<file path="src/rtl/vector_mem_sequencer_if.sv">
// rtl/vector_mem_sequencer_if.sv - vector register file and word memory port bundle
interface vector_mem_sequencer_if #(
    parameter int N  = 256,
    parameter int W  = 32,
    parameter int AW = 32
);
    logic [4:0]    VA1;
    logic [N-1:0]  VRD1;
    logic [4:0]    VA3;
    logic [N-1:0]  VWD3;
    logic          VWE3;
    logic          mem_req;
    logic          mem_we;
    logic [AW-1:0] mem_addr;
    logic [W-1:0]  mem_wdata;
    logic [W-1:0]  mem_rdata;
    logic          mem_ack;

    modport master (
        output VA1, VA3, VWD3, VWE3,
        input  VRD1,
        output mem_req, mem_we, mem_addr, mem_wdata,
        input  mem_rdata, mem_ack
    );

    modport slave (
        input  VA1, VA3, VWD3, VWE3,
        output VRD1,
        input  mem_req, mem_we, mem_addr, mem_wdata,
        output mem_rdata, mem_ack
    );
endinterface

</file>
<file path="src/rtl/vector_mem_sequencer.sv">
// rtl/vector_mem_sequencer.sv - serial burst mover between one vector register and word memory
module vector_mem_sequencer #(
    parameter int N  = 256,
    parameter int W  = 32,
    parameter int AW = 32
) (
    input  logic                   clk,
    input  logic                   rst,
    input  logic                   start,
    input  logic                   op_store,
    input  logic [4:0]             vreg_addr,
    input  logic [AW-1:0]          base_addr,
    output logic                   busy,
    output logic                   done,
    output logic                   err,
    vector_mem_sequencer_if.master bus
);
    localparam int BEATS = N / W;
    localparam int BW    = (BEATS > 1) ? $clog2(BEATS) : 1;

    typedef enum logic [2:0] {S_IDLE, S_CAP, S_REQ, S_WB, S_DONE} state_t;

    state_t        state, state_nxt;
    logic [BW-1:0] beat;
    logic          op_q;
    logic [4:0]    vreg_q;
    logic [AW-1:0] base_q;
    logic [N-1:0]  buf_q;
    logic          err_q;
    logic          accept;
    logic          last_beat;
    logic          unused_addr_bits;

    // Byte-offset bits of the base address carry no meaning for word transfers.
    assign unused_addr_bits = ^base_addr[1:0];

    assign accept    = (state == S_IDLE) && start && vreg_addr[4];
    assign last_beat = (beat == BW'(BEATS - 1));

    always_ff @(posedge clk or posedge rst) begin
        if (rst) state <= S_IDLE;
        else     state <= state_nxt;
    end

    always_comb begin
        state_nxt = state;
        case (state)
            S_IDLE: if (accept) state_nxt = op_store ? S_CAP : S_REQ;
            S_CAP:  state_nxt = S_REQ;
            S_REQ:  if (bus.mem_ack && last_beat) state_nxt = op_q ? S_DONE : S_WB;
            S_WB:   state_nxt = S_DONE;
            S_DONE: state_nxt = S_IDLE;
            default: state_nxt = S_IDLE;
        endcase
    end

    always_ff @(posedge clk or posedge rst) begin
        if (rst) begin
            beat   <= '0;
            op_q   <= 1'b0;
            vreg_q <= '0;
            base_q <= '0;
            buf_q  <= '0;
            err_q  <= 1'b0;
        end else begin
            err_q <= (state == S_IDLE) && start && !vreg_addr[4];
            if (accept) begin
                op_q   <= op_store;
                vreg_q <= vreg_addr;
                base_q <= {base_addr[AW-1:2], 2'b00};
                beat   <= '0;
            end
            if (state == S_CAP) buf_q <= bus.VRD1;
            if (state == S_REQ && bus.mem_ack) begin
                beat <= last_beat ? '0 : beat + 1'b1;
                if (!op_q) buf_q[int'(beat)*W +: W] <= bus.mem_rdata;
            end
        end
    end

    assign busy = (state != S_IDLE);
    assign done = (state == S_DONE);
    assign err  = err_q;

    assign bus.VA1  = busy ? vreg_q : 5'd0;
    assign bus.VA3  = busy ? vreg_q : 5'd0;
    assign bus.VWE3 = (state == S_WB);
    assign bus.VWD3 = (state == S_WB) ? buf_q : '0;

    // Address and write data are pure functions of held state, so they stay stable across waits.
    assign bus.mem_req   = (state == S_REQ);
    assign bus.mem_we    = bus.mem_req && op_q;
    assign bus.mem_addr  = bus.mem_req ? base_q + (AW'(beat) << 2) : '0;
    assign bus.mem_wdata = (bus.mem_req && op_q) ? buf_q[int'(beat)*W +: W] : '0;
endmodule
</file>
<file path="src/flat_wrapper.sv">
// flat-port wrapper written by rule: the top's interface ports become plain ports
module vector_mem_sequencer_flat 
#(
    parameter int N  = 256,
    parameter int W  = 32,
    parameter int AW = 32
)
  (clk, rst, start, op_store, vreg_addr, base_addr, busy, done, err, bus_VA1, bus_VA3, bus_VWD3, bus_VWE3, bus_VRD1, bus_mem_req, bus_mem_we, bus_mem_addr, bus_mem_wdata, bus_mem_rdata, bus_mem_ack);
  vector_mem_sequencer_if #(.N(N), .W(W), .AW(AW)) bus_i ();
  input  logic clk;
  input  logic rst;
  input  logic start;
  input  logic op_store;
  input  logic [4:0] vreg_addr;
  input  logic [AW-1:0] base_addr;
  output logic busy;
  output logic done;
  output logic err;
  output wire logic [$bits(bus_i.VA1)-1:0] bus_VA1;
  output wire logic [$bits(bus_i.VA3)-1:0] bus_VA3;
  output wire logic [$bits(bus_i.VWD3)-1:0] bus_VWD3;
  output wire logic [$bits(bus_i.VWE3)-1:0] bus_VWE3;
  input wire logic [$bits(bus_i.VRD1)-1:0] bus_VRD1;
  output wire logic [$bits(bus_i.mem_req)-1:0] bus_mem_req;
  output wire logic [$bits(bus_i.mem_we)-1:0] bus_mem_we;
  output wire logic [$bits(bus_i.mem_addr)-1:0] bus_mem_addr;
  output wire logic [$bits(bus_i.mem_wdata)-1:0] bus_mem_wdata;
  input wire logic [$bits(bus_i.mem_rdata)-1:0] bus_mem_rdata;
  input wire logic [$bits(bus_i.mem_ack)-1:0] bus_mem_ack;
  assign bus_VA1 = bus_i.VA1;
  assign bus_VA3 = bus_i.VA3;
  assign bus_VWD3 = bus_i.VWD3;
  assign bus_VWE3 = bus_i.VWE3;
  assign bus_i.VRD1 = bus_VRD1;
  assign bus_mem_req = bus_i.mem_req;
  assign bus_mem_we = bus_i.mem_we;
  assign bus_mem_addr = bus_i.mem_addr;
  assign bus_mem_wdata = bus_i.mem_wdata;
  assign bus_i.mem_rdata = bus_mem_rdata;
  assign bus_i.mem_ack = bus_mem_ack;
  vector_mem_sequencer #(.N(N), .W(W), .AW(AW)) u_core (.clk(clk), .rst(rst), .start(start), .op_store(op_store), .vreg_addr(vreg_addr), .base_addr(base_addr), .busy(busy), .done(done), .err(err), .bus(bus_i));
endmodule
</file>
<file path="config.mk">
export PLATFORM = sky130hd
export DESIGN_NAME = vector_mem_sequencer_flat
export DESIGN_NICKNAME = d
export VERILOG_FILES = /design/src/rtl/vector_mem_sequencer_if.sv /design/src/rtl/vector_mem_sequencer.sv /design/src/flat_wrapper.sv
export SDC_FILE = /design/constraint.sdc
export NUM_CORES = 1
export LEC_CHECK = 0
export CAP_MARGIN = 20
export CORE_AREA = 2 2 257 259
export DETAILED_ROUTE_END_ITERATION = 10
export DIE_AREA = 0 0 259 261
export PLACE_DENSITY_LB_ADDON = 0.15
export RECOVER_POWER = 25
export SLEW_MARGIN = 20
export SYNTH_ARGS = -nofsm -noshare
export SYNTH_HDL_FRONTEND = slang
export SYNTH_SLANG_ARGS = --single-unit
</file>
<file path="constraint.sdc">
create_clock -name clk -period 9.45 [get_ports clk]
set_clock_uncertainty 0.1 [all_clocks]
set_input_delay 0.945 -clock clk [delete_from_list [all_inputs] [get_ports clk]]
set_output_delay 0.945 -clock clk [all_outputs]
set_load 0.005 [all_outputs]
</file>
==> impl_metrics.tcl <==
set metrics [dict create \
    r2r_end "u_core.buf_q[219]" \
    initialDrtViolationCount 1259 \
    clockBufferDepth 3 \
    syn_area_um2 19000 \
    vias 18400 \
    clk_latency_ns 0.54 \
    tightest_slew_ns 4.80 \
    cts-resized-gates 0 \
    ioPinCount 666 \
    finalNonFillerCells 3511 \
    crit_chain "ha_1 > inv_1 > fa_1 > nor2b_1 > o211ai_1 > or3_2 > a21oi_1 > clkdlybuf4s50_1" \
    hold_depth 1 \
    drv_slew 129 \
    synth.distinct_cells 47 \
    synth_edf_count 0 \
    syn_inst 2087 \
    avgSynthCellArea_um2 9.09 \
    grt_pass1_vias 18900 \
    synth-warning-count 0 \
    hold_violations 0 \
    cts-hold-fix-buffers 0 \
    synthTopCellsByArea "dfrtp_1, mux2i_1, nand2_1, and2_1, mux4_2" \
    power.density_nw_per_um2 280 \
    critical_path_class "flip-flop to primary output" \
    numCtsBuffers 40 \
    root_buffer "clkbuf_16" \
    power.leakage_uw 0.0106 \
    fill_cells 6426 \
    crit_slowest_cell "dfrtp_1" \
    fin_tns_setup_ns 0 \
    die_w_um 259 \
    cp-start-kind "flip-flop" \
    rr_startpoint "u_core.beat[0]" \
    hpwlAfterDp_um 59700 \
    r2r_slack_ns 4.28 \
    min_to "u_core.vreg_q[4]" \
    setup_viol 0 \
    ys_ff_latch 299 \
    grt_usage_pct 25.1 \
    cp-end-kind "primary output" \
    antenna_found_initial 12 \
    finalCriticalPeriod_ns 6.39 \
    synth.yosys.seq_area_share_pct 39.4 \
    cpPeakStageDelay_ns 1.86 \
    core_area_um2 65000 \
    min-delay-start "u_core.vreg_q[4]" \
    maxCapViolCount 2 \
    die_h_um 261 \
    cts_setup_buffers 0 \
    synth_flop_cell "dfrtp_1" \
    path_clk_slew_ns 0.06 \
    htreeDepth 2 \
    gp_congestion 0.888 \
    post-route-period-util_pct 67.6 \
    synth_top_cell_by_area "dfrtp_1" \
    first_pass_iters 5 \
    vias_per_cell 5.24 \
    synth_top_area_share_pct 39.4 \
    relSlewSlack_pct -222 \
    drive_above_1_share_pct 7.93 \
    grt_max_degree 141 \
    ir_worst_vdd_mv 0.147 \
    status "complete, but fails checks" \
    portBuffers 661 \
    r2r_cells 6 \
    syn2layout_area_growth_pct 43.8 \
    initial_core_util_pct 29.2 \
    clkSinkCount 299 \
    rsz0062_at_grt "no" \
    synthTopCellsByCount "nand2_1, dfrtp_1, and2_1" \
    max_freq_mhz 157 \
    cts_tree "done" \
    async_flop_share_pct 100 \
    yosysMostFrequentCell "nand2_1" \
    drtAntennaViolNets 0 \
    power.total_uw 7630 \
    wl_per_cell_um 25.0 \
    holdWs_ns 0.367 \
    grt_first_pass_wirelength_um 127000 \
    fp.dieArea_um2 67600 \
    hold_class "flip-flop to flip-flop" \
    cp.required_ns 8.41 \
    overflow 0 \
    violations "max-capacitance violations, max-slew violations" \
    drt_wl_total_um 87700 \
    worst_ep_arrival_time_ns 5.34 \
    dp.cells 3433 \
    drc 0 \
    rows 94 \
    nets 2953 \
    cp_max_fo 33 \
]
[sequential cells by signal (all words and copies together) (netlist names)]
| signal | flops |
|---|---|
| u_core.err | 1 |
| u_core.buf_q | 256 |
| u_core.state | 3 |
| u_core.beat | 3 |
| u_core.base_q | 30 |
| u_core.vreg_q | 5 |
| u_core.op_q | 1 |
[logic make-up (layout without fill, tap and decap cells)]
group           after synthesis  after routing  share of synthesized area, %
fa+ha+maj                    12             12                         0.831
simple gates                867            867                          21.7
other cells                   1             13                        0.0198
compound gates              346            346                          10.4
xor+xnor                      9              9                         0.416
buf+inv                     228            776                          5.41
flops                       299            299                          39.4
mux                         325            325                          21.8
[layer usage]
| layer | vias to the layer above | global-route usage, % | wire [um] | part of all wire (%) |
|---|---|---|---|---|
| met5 | - | 0 | 48 | 0.055 |
| li1 | 8245 | - | - | - |
| met4 | 8 | 10.1 | 3140 | 3.6 |
| met2 | 732 | 42.1 | 42800 | 49 |
| met1 | 9243 | 31.3 | 35500 | 41 |
| met3 | 165 | 5.56 | 6180 | 7.0 |
[power breakdown]
group / switching [uW] / internal [uW]
clock network: 620 / 857
registers: 637 / 1920
logic: 1800 / 1800
[through the flow]
step / util, % / instance area (um^2) / setup WS [ns]
global placement: 40.0 / 26000 / 4.74
finish: 41.9 / 27300 / 3.06
global route: 41.9 / 27300 / 2.59
floorplan: - / 19000 / 0.144
CTS: 41.9 / 27300 / 4.09
detailed placement: 40.0 / 26000 / 4.71
[cell usage in the layout, fill, tap and decap left out, types with 9 or more instances in the layout]
master | Yosys | final
mux2_2 | 33 | 33
mux2i_1 | 199 | 199
clkdlybuf4s50_1 | 0 | 659
a31oi_1 | 126 | 126
o21ai_0 | 11 | 11
nand3_1 | 9 | 9
ha_1 | 11 | 11
clkbuf_16 | 0 | 41
nor2b_1 | 9 | 9
clkinv_2 | 0 | 10
inv_1 | 12 | 10
nand2_1 | 517 | 515
mux4_2 | 64 | 64
and2_1 | 262 | 258
diode_2 | 0 | 11
mux2_1 | 29 | 29
buf_4 | 12 | 31
o31ai_1 | 12 | 12
a21oi_1 | 180 | 180
nor2_1 | 17 | 17
or4_1 | 13 | 13
nand4_1 | 11 | 11
dfrtp_1 | 299 | 297
[final cells by class]
class	count	area, um^2	share of cell area, %
Inverter	13	50.0	0.183
Clock inverter	16	120	0.440
Antenna cell	11	27.5	0.101
Timing Repair Buffer	696	6900	25.3
Multi-Input combinational cell	1561	10500	38.5
Tap cell	864	1080	3.96
Sequential cell	299	7490	27.4
Clock buffer	51	1110	4.08
[critical path, delay by kind of cell (launching register included)]
family,cells,cell delay [ns]
flip-flops,1,1.86
AND/OR/NAND/NOR,2,0.92
adder cells (fa/ha/maj),2,0.81
buffers and inverters,2,0.60
AO/OA/AOI/OAI,2,0.60
[how the worst max path moves through the flow]
stage,start,slack (ns),cells after the start,endpoint
5_1_grt,u_core.beat[0],2.59,8,bus_mem_addr[16]
6_report,u_core.beat[0],3.06,8,bus_mem_addr[16]
3_5_place_dp,u_core.beat[0],4.71,8,bus_mem_addr[16]
2_1_floorplan,rst,0.14,1,u_core.base_q[10]
4_1_cts,u_core.beat[0],4.09,8,bus_mem_addr[16]
3_3_place_gp,u_core.beat[0],4.74,8,bus_mem_addr[16]
Note: power is estimated with default switching activity, not from simulation.
